===== config.mk =====
export PLATFORM = sky130hd
export DESIGN_NAME = seg_scan_3digit
export DESIGN_NICKNAME = d
export VERILOG_FILES = /design/src/rtl/seg_scan_3digit.sv
export SDC_FILE = /design/constraint.sdc
export NUM_CORES = 1
export LEC_CHECK = 0
export CORE_MARGIN = 2
export CORE_UTILIZATION = 45
export DETAILED_ROUTE_END_ITERATION = 12
export HOLD_SLACK_MARGIN = 0.05
export PLACE_DENSITY = 0.73
export SYNTH_ARGS = -nofsm -noshare
export SYNTH_HDL_FRONTEND = slang
export SYNTH_SLANG_ARGS = --single-unit

===== constraint.sdc =====
create_clock -name clk -period 5.08 [get_ports clk]
set_input_delay 0.508 -clock clk [delete_from_list [all_inputs] [get_ports clk]]
set_output_delay 0.508 -clock clk [all_outputs]
set_load 0.05 [all_outputs]

===== src/rtl/seg_scan_3digit.sv =====
// Three-digit multiplexed 7-segment scanner with per-slot dead time and a frame snapshot.
// Outputs are registered: each output register holds the value for the FSM state it is entering.
module seg_scan_3digit #(
  parameter int SLOT_CYCLES  = 100000,
  parameter int BLANK_CYCLES = 1000
) (
  input  logic        clk,
  input  logic        reset,
  input  logic [11:0] digits,
  input  logic [2:0]  dp,
  input  logic        blank_lz,
  output logic [7:0]  seg_n,
  output logic [2:0]  an_n
);

  localparam int CW = $clog2(SLOT_CYCLES);
  localparam logic [CW-1:0] BLANK_LAST = CW'(BLANK_CYCLES - 1);
  localparam logic [CW-1:0] SLOT_LAST  = CW'(SLOT_CYCLES - 1);

  typedef enum logic {S_BLANK, S_ON} state_t;

  state_t      state_q, state_d;
  logic [CW-1:0] cnt_q, cnt_d;
  logic [1:0]  digit_q, digit_d;
  logic        rst_q;
  logic [11:0] snap_dig_q, snap_dig_d;
  logic [2:0]  snap_dp_q, snap_dp_d;
  logic        snap_blz_q, snap_blz_d;
  logic [7:0]  seg_q, seg_d;
  logic [2:0]  an_q, an_d;

  logic [3:0]  nib;
  logic        lz_blank;

  function automatic logic [6:0] dec7(input logic [3:0] v);
    case (v)
      4'd0:    dec7 = 7'b1000000;
      4'd1:    dec7 = 7'b1111001;
      4'd2:    dec7 = 7'b0100100;
      4'd3:    dec7 = 7'b0110000;
      4'd4:    dec7 = 7'b0011001;
      4'd5:    dec7 = 7'b0010010;
      4'd6:    dec7 = 7'b0000010;
      4'd7:    dec7 = 7'b1111000;
      4'd8:    dec7 = 7'b0000000;
      4'd9:    dec7 = 7'b0010000;
      default: dec7 = 7'b0111111;
    endcase
  endfunction

  // Slot sequencing. The cycle right after reset release restarts the slot
  // at count 0 so the first BLANK lasts BLANK_CYCLES from the release edge.
  always_comb begin
    state_d    = state_q;
    cnt_d      = cnt_q;
    digit_d    = digit_q;
    snap_dig_d = snap_dig_q;
    snap_dp_d  = snap_dp_q;
    snap_blz_d = snap_blz_q;
    if (rst_q) begin
      state_d = S_BLANK;
      cnt_d   = '0;
      digit_d = 2'd0;
    end else if (cnt_q == SLOT_LAST) begin
      state_d = S_BLANK;
      cnt_d   = '0;
      if (digit_q == 2'd2) begin
        digit_d    = 2'd0;
        snap_dig_d = digits;
        snap_dp_d  = dp;
        snap_blz_d = blank_lz;
      end else begin
        digit_d = digit_q + 2'd1;
      end
    end else begin
      cnt_d = cnt_q + 1'b1;
      if (state_q == S_BLANK && cnt_q == BLANK_LAST) begin
        state_d = S_ON;
      end
    end
  end

  always_comb begin
    nib      = 4'd0;
    lz_blank = 1'b0;
    case (digit_d)
      2'd0:    nib = snap_dig_d[3:0];
      2'd1: begin
        nib      = snap_dig_d[7:4];
        lz_blank = snap_blz_d && (snap_dig_d[11:4] == 8'h00);
      end
      default: begin
        nib      = snap_dig_d[11:8];
        lz_blank = snap_blz_d && (snap_dig_d[11:8] == 4'h0);
      end
    endcase
    seg_d = 8'hFF;
    an_d  = 3'b111;
    if (state_d == S_ON) begin
      an_d  = ~(3'b001 << digit_d);
      seg_d = {~snap_dp_d[digit_d], lz_blank ? 7'h7F : dec7(nib)};
    end
  end

  always_ff @(posedge clk) begin
    rst_q <= reset;
    if (reset) begin
      state_q    <= S_BLANK;
      cnt_q      <= '0;
      digit_q    <= 2'd0;
      snap_dig_q <= digits;
      snap_dp_q  <= dp;
      snap_blz_q <= blank_lz;
      seg_q      <= 8'hFF;
      an_q       <= 3'b111;
    end else begin
      state_q    <= state_d;
      cnt_q      <= cnt_d;
      digit_q    <= digit_d;
      snap_dig_q <= snap_dig_d;
      snap_dp_q  <= snap_dp_d;
      snap_blz_q <= snap_blz_d;
      seg_q      <= seg_d;
      an_q       <= an_d;
    end
  end

  assign seg_n = seg_q;
  assign an_n  = an_q;

endmodule


==> summary.txt, run 1 <==
Route
  – Mean routed wirelength per cell: about 14 µm
  – Total wirelength of the detailed-routed design: ~4.5 mm
  – DRC violation total after the first TritonRoute iteration: around 110
  – Vias per inst: 5.43
  – DR DRC count: 0
  – Detailed-route via count: 1786
  – First-pass detailed-route iteration total: 4
  – Post-route ant nets: 0

Run status
  – Run status: finished, final reports clean

Synth
  – Post-synth top area cell: dfxtp_1
  – Proportion of synthesized flip-flops having asynchronous set or reset: 0%
  – Portion of the post-synthesis area used by sequential elements: 41.1%
  – Cells after Synth: around 230
  – Mean cell area of the mapped netlist: between 10 and 15 µm²
  – Top cell type's share of synthesized area: between 40 and 50%
  – Total standard cell area after synthesis: ~0.0023 mm²
  – Count of warnings emitted by yosys: 0
  – Top_reg_cell synth: dfxtp_1
  – Number of unique standard cell types used by synthesis: a little over 50
  – Syn_nets: between 200 and 300
  – Number of enable flip-flop cells after synthesis: 0
  – Synthesis-stage register bit count: 48
  – Most area-consuming cells after synthesis: dfxtp_1 (41%), mux2_2 (8.7%), nor2_1 (5.1%)

Floorplan
  – Number of core rows: 26
  – Die Ht: 76.1 µm
  – Number of top-level pins: 29
  – Die area: 0.00578 mm²
  – Core region area: around 0.0050 mm²
  – Horizontal die dimension: around 76 µm
  – Initial standard-cell utilization of the core: 46.3%

Setup path
  – Critical Path Source Type: register
  – Startpoint-to-endpoint class of the critical path: reg -> reg
  – Required time worst endpoint: approximately 5.3 ns
  – Crit. End Element: register
  – Arrival time at the worst endpoint: approximately 3.6 ns
  – CP Max Fanout: 12

STA
  – Slack of the critical path: around 1.7 ns
  – Worst Clk Skew: between 0.007 and 0.008 ns
  – Final count of negative-setup-slack endpoints: 0
  – RSZ-0062 raised after global routing: false
  – Final count of pins violating max slew: 0
  – Max-slew headroom: 15.9%
  – Final period utilization: ~67%
  – Clock period minus worst slack: between 3 and 4 ns
  – Transition time of the tightest slew-check pin: 1.26 ns
  – TNS Setup: 0 ns
  – Fin. Hold Viols: 0
  – Max frequency: 0.292 GHz

Clock network
  – CTS Hold Bufs: 0
  – Number of buffers created by CTS: 5
  – Deepest level of the CTS H-tree: 2
  – Count of buffers added by post-CTS timing repair for setup: 0
  – TritonCTS clock tree: yes
  – Number of buffers between clock root and the deepest sink: 2
  – Cell chosen for the clock root: clkbuf_8
  – Reg clk slew, reported paths: ~0.090 ns
  – Resize count post-CTS: 0
  – Clock sink count: 48
  – Skew-Pair Late Insertion Delay: between 0.3 and 0.4 ns

GRT
  – Tot GR Track Use: around 17%
  – Number of antenna violations at the first check in global routing: 0
  – Wire length of the first global-routing pass: 7.84 mm
  – Number of global-route vias before repair: around 1.7k
  – Congestion Overflow GR: 0
  – Pin count of the biggest net entering global routing: 20

Placement
  – Port buffer count: 28
  – Post-place setup slack: roughly 1.8 ns
  – Routability Congestion: about 0.82
  – Sum of net half-perimeters after detailed placement: approximately 3.3 mm

Hold path
  – Type of the worst min-delay path: reg -> reg

Power
  – Peak VDD IR: between 0.00015 and 0.0002 V
  – Leakage component of the power: around 1.1 nW
  – Power per Cell Area: 281 mW/mm²

Flow run
  – Reported max-cap violation count: 0

Final layout
  – Final #Nets: roughly 280
  – Antenna diodes: 0
  – FILL cells: 456
  – Fin util: around 55%
  – Most common cell after layout, fill and taps aside: dfxtp_1
  – Fraction of layout instances using a drive strength above 1: between 10% and 20%
  – Signed area change from the synthesized netlist to the final layout: 18.9%
  – Highest-count cells in the layout ignoring fill and taps: dfxtp_1 (48), nor2_1 (32), clkdlybuf4s50_1 (28)
[cell type report]
cell class              instances  area [µm²]  share of cell area [%]
clock buffers                   7        96.3                    3.47
inverters                       5        18.8                   0.676
repair buffers                 29         288                    10.4
clock inverters                 1        30.0                    1.08
flip-flops and latches         48         961                    34.6
well taps                      70        87.6                    3.15
multi-input cells             169        1290                    46.6
[flip-flops by register name, indices dropped and copies added (netlist names), 2 cells and up]
| register | cells |
|---|---|
| cnt_q | 17 |
| snap_dig_q | 12 |
| seg_n | 8 |
| snap_dp_q | 3 |
| an_n | 3 |
| digit_q | 2 |
[power by group]
group / internal, mW / switching, mW / leakage, nW
combinational: 0.0423 / 0.0326 / 0.594
sequential: 0.391 / 0.0132 / 0.394
clock: 0.174 / 0.128 / 0.0645
[kinds of logic (layout without fill, tap and decap cells)]
kind of cell,Yosys count,in the layout,synth area share [%]
DFF,48,48,41.1
and+or+nand+nor,93,93,24.4
AOI/OAI and AO/OA,32,32,10.8
muxes,22,22,10.9
xor gates and xnor gates,15,15,5.62
adders and majority gates,7,7,3.75
buffers and inverters,15,42,3.43
[critical path: stages, from the launching register on]
cell	delay [ns]
dfxtp_1	0.42
ha_1	0.29
nand4bb_4	0.15
nor4_4	0.54
mux2_2	0.41
o32ai_1	1.01
nor3b_1	0.36
o31ai_1	0.11
[per-stage QoR]
stage	hold slack [ns]	power (mW)	std cells	cell area, µm²
4_1_cts	0.499	0.787	329	2780
3_5_place_dp	0.479	0.488	321	2650
5_1_grt	0.521	0.815	329	2780
3_3_place_gp	0.454	0.485	321	2650
6_report	0.500	0.781	329	2780
2_1_floorplan	0.438	0.462	232	2340
[Yosys cell counts (2+ instances only)]
cell type,count
clkbuf_1,6
nor3_1,6
ha_1,7
nor2_1,32
and4_1,2
inv_1,5
or2_2,2
nor4_1,3
nand4_1,3
xnor2_1,4
or3_1,2
nor4b_1,2
nand2b_1,3
dfxtp_1,48
mux2i_1,3
mux2_2,18
xor2_1,11
nor3b_1,5
o22ai_1,5
and3_1,6
nand2_1,10
nand3_1,6
a21oi_1,5
nand4bb_4,2
a21boi_0,2
buf_6,3
o21ai_0,4
o31ai_1,4
[final timing paths]
path	startpoint	to	slack [ns]	cells after the start
worst max-delay path	cnt_q[0]	seg_n[0]	1.66	7
worst min-delay path	snap_dp_q[0]	seg_n[7]	0.50	1
worst max register to register	cnt_q[0]	seg_n[0]	1.66	7
worst min register to register	snap_dp_q[0]	seg_n[7]	0.50	1
[metal layers]
| metal | global-route usage (%) | vias to the layer above | part of all wire (%) |
|---|---|---|---|
| met5 | 0 | - | 0 |
| met4 | 6.00 | 0 | 1.7 |
| met3 | 3.67 | 9 | 4.7 |
| met2 | 26.5 | 45 | 48 |
| met1 | 22.1 | 842 | 46 |
| li1 | - | 890 | - |
Note: power is estimated with default switching activity, not from simulation.
==> inputs of run 2 (changes only) <==
- clock period: 5.08 -> 3.54 ns (I/O delays scaled with it)
==> run 2 against run 1 <==
Net effect: sequential power is 44% higher; clock power increased by 29%; worst hold slack worse by 0.026 ns; critical path depth rose by 2.
==> summary.txt, run 2 (synthesized netlist as in run 1, its figures left out) <==
Floorplan
  – Initial standard-cell utilization of the core: a little under half
  – Number of top-level pins: 29
  – Core region area: between 0.005 and 0.006 mm²
  – Horizontal die dimension: roughly 76 µm
  – Number of core rows: 26
  – Die Ht: around 76 µm
  – Die area: roughly 0.0058 mm²

Hold path
  – Type of the worst min-delay path: reg -> reg
  – Hold Startpoint: snap_dp_q[0]

STA
  – Fin. Hold Viols: 0
  – Worst Clk Skew: around 0.0095 ns
  – Final count of negative-setup-slack endpoints: 0
  – Final count of pins violating max slew: 0
  – TNS Setup: 0 ns
  – Max frequency: roughly 0.32 GHz
  – Final period utilization: between 80% and 90%
  – Max-slew headroom: about three fifths
  – RSZ-0062 raised after global routing: false
  – Transition time of the tightest slew-check pin: about 0.61 ns
  – Clock period minus worst slack: around 3.1 ns

Route
  – Met3 WL post-DR: about 230 µm
  – Post-route ant nets: 0
  – Met2 routed wirelength: between 2 and 2.5 mm
  – Routed length on met1: between 2 and 2.5 mm
  – Detailed-route via count: about 1.8k
  – First-pass detailed-route iteration total: 4
  – DR DRC count: 0
  – Mean routed wirelength per cell: between 10 and 15 µm
  – Uppermost layer routed: met4
  – Total wirelength of the detailed-routed design: 4.54 mm
  – DRC violation total after the first TritonRoute iteration: 112
  – Vias per inst: ~5.3

Clock network
  – TritonCTS clock tree: yes
  – Cell chosen for the clock root: clkbuf_8
  – CTS Hold Bufs: 0
  – Number of buffers created by CTS: 5
  – Clock sink count: between 40 and 50
  – Number of buffers between clock root and the deepest sink: 2
  – Reg clk slew, reported paths: ~0.090 ns
  – Count of buffers added by post-CTS timing repair for setup: 0
  – Resize count post-CTS: 0
  – Deepest level of the CTS H-tree: 2
  – Skew-Pair Late Insertion Delay: around 0.30 ns

Setup path
  – Crit-path most repeated cell: ha_1
  – Required time worst endpoint: between 3 and 4 ns
  – Startpoint-to-endpoint class of the critical path: reg -> reg
  – Category of cells accounting for the largest share of critical-path delay: simple AND/OR/NAND/NOR gates
  – Arrival time at the worst endpoint: 3.32 ns
  – Reg2Reg Launch Point: cnt_q[0]
  – CP Max Fanout: 10
  – Endpoint of the worst register-to-register path: seg_n[4]
  – Max stage delay on crit path: between 0.7 and 0.8 ns
  – Buf/Inv on CP: 1
  – Cell-by-cell listing of the critical path: ha_1 > nand4bb_4 > or4_1 > mux2i_1 > o22ai_1 > inv_1 > ha_1 > nor3b_1 > o31ai_1
  – Critical Path Source Type: register
  – Register-to-Register Path Depth: 9
  – Critical-path top delay cell: or4_1
  – Critical Path Start: cnt_q[0]
  – End of the critical path: seg_n[4]
  – Path length in cells of the critical path: 9
  – Minimum setup slack among reg-to-reg paths: between 0.4 and 0.5 ns
  – Crit. End Element: register

GRT
  – Pin count of the biggest net entering global routing: 18
  – Number of global-route vias before repair: between 1.5k and 2k
  – Wire length of the first global-routing pass: ~7.8 mm
  – Tot GR Track Use: about 16%
  – Congestion Overflow GR: 0
  – Number of antenna violations at the first check in global routing: 0

Placement
  – Dpl cells: about 320
  – Routability Congestion: around 0.84
  – Port buffer count: 28
  – Sum of net half-perimeters after detailed placement: roughly 3.3 mm

Final layout
  – Register ranked first by flip-flop count: cnt_q
  – Largest register FFs: 17
  – FILL cells: ~460
  – Antenna diodes: 0
  – Fraction of layout instances using a drive strength above 1: between 10% and 20%
  – Highest-count cells in the layout ignoring fill and taps: dfxtp_1 (48), nor2_1 (32), clkdlybuf4s50_1 (28)
  – Most common cell after layout, fill and taps aside: dfxtp_1
  – Final #Nets: between 200 and 300
  – Signed area change from the synthesized netlist to the final layout: 19.2%
  – Post-Layout Cell Count: between 300 and 400

Power
  – Leakage component of the power: 1.06 nW
  – Peak VDD IR: between 0.0002 and 0.00025 V
  – Power per Cell Area: 389 mW/mm²
  – Final Power: around 1.1 mW

Flow run
  – Reported max-cap violation count: 0

Run status
  – Run status: finished, final reports clean
==> run 2: worst min path at each step <==
| stage | slack [ns] | cells after the start | end |
|---|---|---|---|
| after detailed placement | 0.47 | 1 | snap_dp_q[2] |
| after floorplan | 0.38 | 0 | rst_q |
| after global routing | 0.49 | 1 | seg_n[7] |
| after CTS | 0.49 | 1 | seg_n[7] |
| after global placement | 0.45 | 1 | cnt_q[0] |
| final | 0.47 | 1 | seg_n[7] |
==> run 2: power breakdown <==
part / internal, mW / switching (mW) / leakage, nW
clock network: 0.209 / 0.182 / 0.0541
registers: 0.561 / 0.0196 / 0.394
logic: 0.0628 / 0.0478 / 0.608
total: 0.833 / 0.249 / 1.06
==> run 2: layout make-up <==
| cell class | count | area, µm² | area share [%] |
|---|---|---|---|
| Sequential cell | 48 | 961 | 34.5 |
| Tap cell | 70 | 87.6 | 3.15 |
| Multi-Input combinational cell | 169 | 1290 | 46.5 |
| Clock inverter | 3 | 42.5 | 1.53 |
| Timing Repair Buffer | 32 | 310 | 11.1 |
| Clock buffer | 5 | 68.8 | 2.47 |
| Inverter | 5 | 18.8 | 0.674 |
==> run 2: layer usage <==
layer	track usage (%)	vias up
met5	0	-
met4	5.09	0
met3	3.67	10
met2	27.4	50
met1	20.4	810
li1	-	894
==> run 2: through the flow <==
| stage | hold slack (ns) | area [µm²] | util (%) | worst slack (ns) |
|---|---|---|---|---|
| 2_1_floorplan | 0.382 | 2340 | - | 0.906 |
| 3_3_place_gp | 0.453 | 2670 | 53.0 | 0.636 |
| 3_5_place_dp | 0.467 | 2670 | 53.0 | 0.497 |
| 4_1_cts | 0.485 | 2780 | 55.2 | 0.440 |
| 5_1_grt | 0.492 | 2780 | 55.2 | 0.226 |
| 6_report | 0.475 | 2780 | 55.2 | 0.440 |
==> inputs of run 3 (changes only) <==
- clock period: 3.54 -> 2.9 ns (I/O delays scaled with it)
==> run 3 against run 2 <==
Net effect: sequential share of layout area is 1.1 points lower; combinational power is 27% higher; non-clock buffer count is 9 higher; clock skew is 0.0010 ns higher; clock power is 23% higher; global-route usage is 0.78 points higher; critical path type unchanged; highest routed layer unchanged.
==> summary.txt, run 3 (synthesized netlist as in run 1, its figures left out) <==
Route
  – DRC violation total after the first TritonRoute iteration: about 120
  – First-pass detailed-route iteration total: 4
  – Total wirelength of the detailed-routed design: 4.61 mm
  – Detailed-route via count: 1819
  – DR DRC count: 0
  – Post-route ant nets: 0
  – Vias per inst: 5.33
  – Mean routed wirelength per cell: about 14 µm

STA
  – Clock period minus worst slack: about 2.7 ns
  – RSZ-0062 raised after global routing: false
  – Fin. Hold Viols: 0
  – Transition time of the tightest slew-check pin: roughly 0.54 ns
  – Worst Clk Skew: roughly 0.011 ns
  – Max-slew headroom: a little under two thirds
  – Final count of negative-setup-slack endpoints: 0
  – TNS Setup: 0 ns
  – Hold_ws: 0.477 ns
  – Max frequency: 0.374 GHz
  – Final period utilization: around 92%
  – Final count of pins violating max slew: 0

Setup path
  – Critical Path Start: cnt_q[1]
  – Critical Path Source Type: register
  – Cell-by-cell listing of the critical path: ha_2 > nand4bb_4 > or4_4 > mux2i_2 > o221a_4 > inv_1 > ha_1 > nor3b_1 > o31ai_1
  – Minimum setup slack among reg-to-reg paths: around 0.23 ns
  – Critical-path top delay cell: or4_4
  – Path length in cells of the critical path: 9
  – Buf/Inv on CP: 1
  – Reg2Reg Launch Point: cnt_q[1]
  – CP Max Fanout: 5
  – Required time worst endpoint: between 3 and 4 ns
  – Crit. End Element: register
  – Startpoint-to-endpoint class of the critical path: reg -> reg
  – End of the critical path: seg_n[3]
  – Category of cells accounting for the largest share of critical-path delay: simple AND/OR/NAND/NOR gates
  – Arrival time at the worst endpoint: ~2.9 ns
  – Max stage delay on crit path: 0.58 ns
  – Register-to-Register Path Depth: 9
  – Endpoint of the worst register-to-register path: seg_n[3]

Power
  – Final Power: 1.33 mW
  – Leakage component of the power: 1.10 nW
  – Power per Cell Area: ~460 mW/mm²
  – Peak VDD IR: 0.000370 V

Final layout
  – Largest register FFs: 17
  – Fin util: 57.0%
  – Sequential cell area: around 960 µm²
  – Most common cell after layout, fill and taps aside: dfxtp_1
  – Fraction of layout instances using a drive strength above 1: around a fifth
  – Signed area change from the synthesized netlist to the final layout: 23.1%
  – Antenna diodes: 0
  – Register ranked first by flip-flop count: cnt_q
  – Combined area of the multi-input logic cells: 0.00132 mm²
  – FILL cells: around 450
  – Highest-count cells in the layout ignoring fill and taps: dfxtp_1 (48), nor2_1 (32), clkdlybuf4s50_1 (28)
  – Final #Nets: roughly 300

Flow run
  – Reported max-cap violation count: 0

GRT
  – Wire length of the first global-routing pass: about 8.1 mm
  – Number of global-route vias before repair: roughly 1.8k
  – Pin count of the biggest net entering global routing: 18
  – Number of antenna violations at the first check in global routing: 0
  – Tot GR Track Use: between 15 and 20%
  – Congestion Overflow GR: 0

Floorplan
  – Horizontal die dimension: roughly 76 µm
  – Number of top-level pins: 29
  – Initial standard-cell utilization of the core: between 40% and 50%
  – Die area: around 0.0058 mm²
  – Core region area: between 0.005 and 0.006 mm²
  – Number of core rows: 26
  – Die Ht: 76.1 µm

Clock network
  – Reg clk slew, reported paths: ~0.09 ns
  – Deepest level of the CTS H-tree: 2
  – Skew-Pair Late Insertion Delay: slightly above 0.3 ns
  – Number of buffers between clock root and the deepest sink: 2
  – Number of buffers created by CTS: 5
  – TritonCTS clock tree: yes
  – Clock sink count: 48
  – Cell chosen for the clock root: clkbuf_8

Placement
  – Sum of net half-perimeters after detailed placement: ~3.5 mm
  – Routability Congestion: 0.880
  – Port buffer count: 28

Hold path
  – Hold Startpoint: snap_dp_q[0]
  – Type of the worst min-delay path: reg -> reg

Run status
  – Run status: finished, final reports clean
## run 3: cell count changes in the layout (fill, tap and decap cells not counted)
cell,change
o22ai_2,+1
ha_1,-1
mux2i_1,-1
o221a_2,-1
or4_1,-1
o221a_4,+1
ha_2,+1
mux2i_2,+1
o22ai_1,-1
or4_4,+1
buf_4,+9
## run 3: cell type report
type	count	share of cell area, %
inverters	5	0.652
repair buffers	41	13.1
clock inverters	3	1.48
multi-input cells	169	45.9
well taps	70	3.04
clock buffers	5	2.39
flip-flops and latches	48	33.4
## run 3: worst min path at each step
stage                   end  slack, ns  depth (start not counted)
2_1_floorplan         rst_q       0.32                          0
3_3_place_gp   snap_dp_q[2]       0.46                          1
3_5_place_dp       seg_n[7]       0.47                          1
4_1_cts            seg_n[7]       0.48                          1
5_1_grt        snap_dp_q[1]       0.50                          1
6_report           seg_n[7]       0.48                          1
## run 3: power by group
part | internal (mW) | leakage, nW | switching [mW] | total [mW]
Combinational | 0.0816 | 0.651 | 0.0599 | 0.141
Sequential | 0.684 | 0.394 | 0.0246 | 0.709
Clock | 0.255 | 0.0541 | 0.226 | 0.481
## run 3: metrics by stage
step | std cells | setup WS [ns] | cell area [µm²]
6_report | 341 | 0.228 | 2880
2_1_floorplan | 232 | 0.266 | 2340
5_1_grt | 341 | 0.0232 | 2880
3_5_place_dp | 330 | 0.0864 | 2720
4_1_cts | 338 | 0.0597 | 2830
3_3_place_gp | 330 | 0.169 | 2720
## run 3: per-layer routing
layer | up-vias | GRT usage (%) | share of wire [%]
li1 | 921 | - | -
met1 | 857 | 20.5 | 47
met5 | - | 0 | 0
met2 | 34 | 28.8 | 47
met4 | 0 | 6.00 | 1.6
met3 | 7 | 4.74 | 4.2
## run 3: what timing repair did
action	4_1_cts	5_1_grt
hold buffers	0	0
endpoints found under the setup margin	0	7
gates resized for setup	0	5
setup buffers	0	3
